==> config.mk <==
export PLATFORM = sky130hd
export DESIGN_NAME = sig_hys_bank
export DESIGN_NICKNAME = d
export VERILOG_FILES = /design/src/rtl/sig_hys_pkg.sv /design/src/rtl/sig_hys_ch.sv /design/src/rtl/sig_hys_bank.sv
export SDC_FILE = /design/constraint.sdc
export NUM_CORES = 1
export LEC_CHECK = 0
export CAP_MARGIN = 5
export CELL_PAD_IN_SITES_DETAIL_PLACEMENT = 1
export CELL_PAD_IN_SITES_GLOBAL_PLACEMENT = 2
export CORE_MARGIN = 2
export CORE_UTILIZATION = 30
export CTS_CLUSTER_DIAMETER = 100
export CTS_CLUSTER_SIZE = 24
export DETAILED_ROUTE_END_ITERATION = 12
export GPL_TIMING_DRIVEN = 0
export PLACE_DENSITY = 0.68
export SETUP_SLACK_MARGIN = 0.5
export SLEW_MARGIN = 10
export SYNTH_ARGS = -nofsm -noshare
export SYNTH_HDL_FRONTEND = slang
export SYNTH_SLANG_ARGS = --single-unit
==> constraint.sdc <==
create_clock -name clk -period 9.9 [get_ports clk]
set_clock_uncertainty 0.2 [all_clocks]
set_input_delay 1.98 -clock clk [delete_from_list [all_inputs] [get_ports clk]]
set_output_delay 1.98 -clock clk [all_outputs]
set_load 0.05 [all_outputs]
==> src/rtl/sig_hys_pkg.sv <==
// Shared defaults and helpers for the sig_hys_bank debouncer.
package sig_hys_pkg;

  localparam int unsigned DEF_NUM_CH      = 8;
  localparam int unsigned DEF_SYNC_STAGES = 3;
  localparam int unsigned DEF_CNT_W       = 16;
  localparam logic        DEF_RESET_VAL   = 1'b0;

  // Threshold arguments are carried at 32 bits, so CNT_W may be at most 32.
  localparam int unsigned MAX_CNT_W       = 32;

  // A threshold of zero behaves like one: the change needs at least one
  // full cycle of persistence.
  function automatic logic [MAX_CNT_W-1:0] clamp_min1(input logic [MAX_CNT_W-1:0] x);
    return (x == '0) ? MAX_CNT_W'(1) : x;
  endfunction

endpackage

==> src/rtl/sig_hys_ch.sv <==
// One debounce channel: input synchroniser, persistence counter, filtered
// level and rise/fall pulse flops.
module sig_hys_ch
  import sig_hys_pkg::*;
#(
  parameter int unsigned SYNC_STAGES = DEF_SYNC_STAGES,
  parameter int unsigned CNT_W       = DEF_CNT_W,
  parameter logic        RESET_VAL   = DEF_RESET_VAL
) (
  input  logic             clk,
  input  logic             reset_b,
  input  logic             enable_i,
  input  logic [CNT_W-1:0] on_cnt_i,
  input  logic [CNT_W-1:0] off_cnt_i,
  input  logic             dir_i,
  output logic             fil_o,
  output logic             rise_o,
  output logic             fall_o
);

  logic [SYNC_STAGES-1:0] sync_q;
  logic [CNT_W-1:0]       cnt_q, cnt_d;
  logic                   fil_q, fil_d;
  logic                   rise_q, rise_d;
  logic                   fall_q, fall_d;

  logic                   s;
  logic [MAX_CNT_W-1:0]   thr;
  logic [CNT_W:0]         cnt_inc;
  logic                   reached;

  // Synchroniser: plain shift register, last stage is the sampled level.
  always_ff @(posedge clk or negedge reset_b) begin
    if (!reset_b) sync_q <= {SYNC_STAGES{RESET_VAL}};
    else          sync_q <= {sync_q[SYNC_STAGES-2:0], dir_i};
  end

  // Threshold selection and persistence-count next-state logic.
  always_comb begin
    s       = sync_q[SYNC_STAGES-1];
    thr     = fil_q ? clamp_min1(MAX_CNT_W'(off_cnt_i))
                    : clamp_min1(MAX_CNT_W'(on_cnt_i));
    // One extra bit so the all-ones threshold is reachable without wrap.
    cnt_inc = {1'b0, cnt_q} + (CNT_W+1)'(1);
    // Compared with >= so a threshold lowered mid-count fires at once.
    reached = ((MAX_CNT_W+1)'(cnt_inc) >= {1'b0, thr});
    cnt_d   = '0;
    fil_d   = fil_q;
    rise_d  = 1'b0;
    fall_d  = 1'b0;
    if (enable_i && (s != fil_q)) begin
      if (reached) begin
        fil_d  = s;
        rise_d = s;
        fall_d = ~s;
      end else begin
        cnt_d  = cnt_inc[CNT_W-1:0];
      end
    end
  end

  // Counter, filtered level and pulse registers.
  always_ff @(posedge clk or negedge reset_b) begin
    if (!reset_b) begin
      cnt_q  <= '0;
      fil_q  <= RESET_VAL;
      rise_q <= 1'b0;
      fall_q <= 1'b0;
    end else begin
      cnt_q  <= cnt_d;
      fil_q  <= fil_d;
      rise_q <= rise_d;
      fall_q <= fall_d;
    end
  end

  assign fil_o  = fil_q;
  assign rise_o = rise_q;
  assign fall_o = fall_q;

endmodule

==> src/rtl/sig_hys_bank.sv <==
// Multi-channel debouncer with independent rise/fall hysteresis and
// one-cycle change pulses; one sig_hys_ch per channel.
module sig_hys_bank
  import sig_hys_pkg::*;
#(
  parameter int unsigned NUM_CH      = DEF_NUM_CH,
  parameter int unsigned SYNC_STAGES = DEF_SYNC_STAGES,
  parameter int unsigned CNT_W       = DEF_CNT_W,
  parameter logic        RESET_VAL   = DEF_RESET_VAL
) (
  input  logic              clk,
  input  logic              reset_b,
  input  logic              enable,
  input  logic [CNT_W-1:0]  on_cnt,
  input  logic [CNT_W-1:0]  off_cnt,
  input  logic [NUM_CH-1:0] dir_sig,
  output logic [NUM_CH-1:0] fil_sig,
  output logic [NUM_CH-1:0] rise_pls,
  output logic [NUM_CH-1:0] fall_pls,
  output logic              changed
);

  for (genvar g = 0; g < NUM_CH; g++) begin : g_ch
    sig_hys_ch #(
      .SYNC_STAGES (SYNC_STAGES),
      .CNT_W       (CNT_W),
      .RESET_VAL   (RESET_VAL)
    ) u_ch (
      .clk       (clk),
      .reset_b   (reset_b),
      .enable_i  (enable),
      .on_cnt_i  (on_cnt),
      .off_cnt_i (off_cnt),
      .dir_i     (dir_sig[g]),
      .fil_o     (fil_sig[g]),
      .rise_o    (rise_pls[g]),
      .fall_o    (fall_pls[g])
    );
  end

  // Any channel changing this cycle.
  always_comb begin
    changed = |(rise_pls | fall_pls);
  end

endmodule

==> results of run 1 <==
## final cells by class
type / instances / share of cell area
Inverter: 27 / 0.007244
Tap cell: 532 / 0.04758
Sequential cell: 176 / 0.3148
Buffer: 81 / 0.03112
Timing Repair Buffer: 39 / 0.03077
Clock buffer: 18 / 0.03139
Clock inverter: 14 / 0.01431
Multi-Input combinational cell: 944 / 0.5228
## per-layer routing
layer,global-route usage,vias up,part of all wire
li1,-,4419,-
met1,0.2687,4746,0.49
met2,0.3163,153,0.46
met3,0.03059,37,0.034
met4,0.05281,0,0.015
met5,0,-,0
## registers in the layout, summed over array words and instances (netlist names)
name and cells:
g_ch.u_ch.fil_o 8, g_ch.u_ch.fall_o 8, g_ch.u_ch.cnt_q 128, g_ch.u_ch.sync_q 24
g_ch.u_ch.rise_o 8
## layout by cell type (no fill, tap or decap), types with 46 or more instances in the layout
cell type	count
ha_1	136
nand3_1	53
nand4_1	46
dfrtp_1	176
nor2_1	68
xor2_1	48
mux2i_1	120
xnor2_1	72
nand2_1	72
nor2b_1	80
## worst paths after layout
kind	startpoint	to	slack, ps	cells past startpoint
setup reg to reg	g_ch[6].u_ch.cnt_q[0]	g_ch[6].u_ch.cnt_q[10]	5930	13
max in group asynchronous	reset_b	g_ch[3].u_ch.sync_q[2]	7230	3
hold reg to reg	g_ch[1].u_ch.sync_q[1]	g_ch[1].u_ch.sync_q[2]	150	0
min in group asynchronous	reset_b	g_ch[6].u_ch.cnt_q[14]	1210	1
hold / removal	g_ch[1].u_ch.sync_q[1]	g_ch[1].u_ch.sync_q[2]	150	0
setup / recovery	off_cnt[13]	g_ch[7].u_ch.cnt_q[13]	4020	12
## power by group
part           switching (mW)  total [mW]  internal [mW]  leakage [nW]
Sequential            0.00774       0.734          0.726          2.40
Combinational           0.110       0.157         0.0470          3.50
Clock                   0.333       0.766          0.433         0.304
## logic make-up after synthesis
| kind of cell | count (synthesis) | synth area share |
|---|---|---|
| AND/OR/NAND/NOR | 449 | 0.2071 |
| flip-flops | 176 | 0.3596 |
| adder cells (fa/ha/maj) | 136 | 0.1389 |
| multiplexers | 126 | 0.1036 |
| XOR/XNOR | 120 | 0.08582 |
| AO/OA/AOI/OAI | 113 | 0.06110 |
| buffers and inverters | 108 | 0.04383 |
==> flow_metrics.py, run 1 <==
metrics = {
    "flow_run": {
        "cap_violations": 0,
    },
    "yosys": {
        "synth-async-reset-ratio": 1.000,
        "synth_most_common_cell": "dfrtp_1",
        "yosys_register_bits": 176,
        "synth_edf_count": 0,
        "ys_seq_area_frac": 0.3596,
        "netlist.area_leader.share": 0.3596,
        "syn-num-nets": 1407,
        "synth_common_cells": "176 x dfrtp_1, 136 x ha_1, 120 x mux2i_1",
        "yosys-top-cells-area": "dfrtp_1 36%, ha_1 14%, mux2i_1 9.8%",
        "syn_area_per_cell_um2": 9.973,
        "synth-main-ff-cell": "dfrtp_1",
        "synth_top_area_cell": "dfrtp_1",
        "syn_inst": 1228,
        "yosysWarnings": 0,
        "netlist-cell-type-count": 64,
        "syn_area_um2": 12250,
    },
    "timing": {
        "worst_pin_slew_ps": 1121,
        "fin_ws_ps": 4018,
        "period_share": 0.5942,
        "setup_tns_ps": 0,
        "hold_viol": 0,
        "slew_violations": 0,
        "max_freq_mhz": 170.0,
        "rsz0062_at_grt": "no",
        "period_needed_ps": 5882,
        "setup_viol": 0,
        "slew_headroom": 0.2461,
        "hold-worst-slack_ps": 150.8,
    },
    "critical_path": {
        "endpoint_kind": "flip-flop",
        "crit_family": "compound AO/OA/AOI/OAI gates",
        "path_class": "input port to flip-flop",
        "setup.worst_path.start_class": "input port",
        "max_stage_delay_ps": 780,
        "crit_chain": "clkbuf_1 > nor3_1 > a41oi_2 > a21oi_1 > ha_1 > nand2b_1 > a2111oi_0 > o31ai_1 > a211oi_2 > nand3_1 > buf_4 > nor2b_1",
        "path_buf_inv": 2,
        "cp.required_ps": 10090,
        "critPathMaxFanout": 10,
        "slowest_stage": "clkbuf_1",
        "arrival_ps": 6080,
    },
    "power": {
        "leakagePower_nw": 6.197,
        "peakVddDrop_mv": 0.09157,
        "total_power_mw": 1.657,
        "p_per_area_nw_per_um2": 118.5,
    },
    "place": {
        "dp_hpwl_um": 27720,
        "place_ws_ps": 3118,
        "gp_congestion": 0.8120,
        "placedCellCount": 1799,
        "place_area_um2": 13340,
        "portBuffers": 37,
    },
    "route": {
        "wirelength_um": 39340,
        "drc": 0,
        "wl_per_cell_um": 21.48,
        "drtPass1Iterations": 4,
        "ant_nets": 0,
        "drtIter0Drc": 458,
        "routed_via_density": 5.109,
        "num_vias": 9355,
    },
    "clock_network": {
        "post-cts-setup-buffers": 0,
        "ctsHoldBuffers": 0,
        "cts_resized": 0,
        "cts_tree": "done",
        "htree_levels": 4,
        "clk_latency_ps": 470,
        "cts_root_buf": "clkbuf_16",
        "cts_sinks": 176,
        "cts_buffers": 17,
        "path_clk_slew_ps": 70,
        "cts_max_path_buffers": 2,
    },
    "status": {
        "outcome": "complete, no violations",
    },
    "cells_and_area": {
        "fill_cells": 4646,
        "fin_nets": 1465,
        "multiInputGateArea_um2": 7313,
        "synthToLayoutAreaGrowth_pct": 14.23,
        "fin_cells": 1831,
        "regArea_um2": 4404,
        "post-route-cell-area_um2": 13990,
        "antenna_cells": 0,
        "utilization": 0.3450,
        "drive_above_1_share": 0.09238,
    },
    "die": {
        "die_w_um": 206.0,
        "core-area_um2": 40550,
        "start_util": 0.3020,
        "rows": 74,
        "die_h_um": 206.0,
        "die_area_um2": 42450,
        "io-pin-count": 68,
    },
    "min_path": {
        "hold_class": "flip-flop to flip-flop",
    },
    "grt": {
        "antenna_found_initial": 0,
        "grt_use_total": 0.1949,
        "overflow": 0,
        "grt_pass1_wl_um": 60310,
        "grt_pass1_vias": 9914,
        "grt_max_degree": 71,
    },
}
Note: power is estimated with default switching activity, not from simulation.
==> run 2: changes to the inputs <==
Clock period 9.9 ns to 6.2 ns, I/O delays scaled along.
==> results of run 2 <==
The final DEF is identical to that of run 1. Status: complete, no violations.
Among the figures that moved: setup slack after placement 3118 ps -> 158.2 ps; setup slack after layout 4018 ps -> 1058 ps; register-to-register setup slack 5930 ps -> 2230 ps; total power 1.657 mW -> 2.646 mW; worst IR drop on VDD 0.09157 mV -> 0.1462 mV
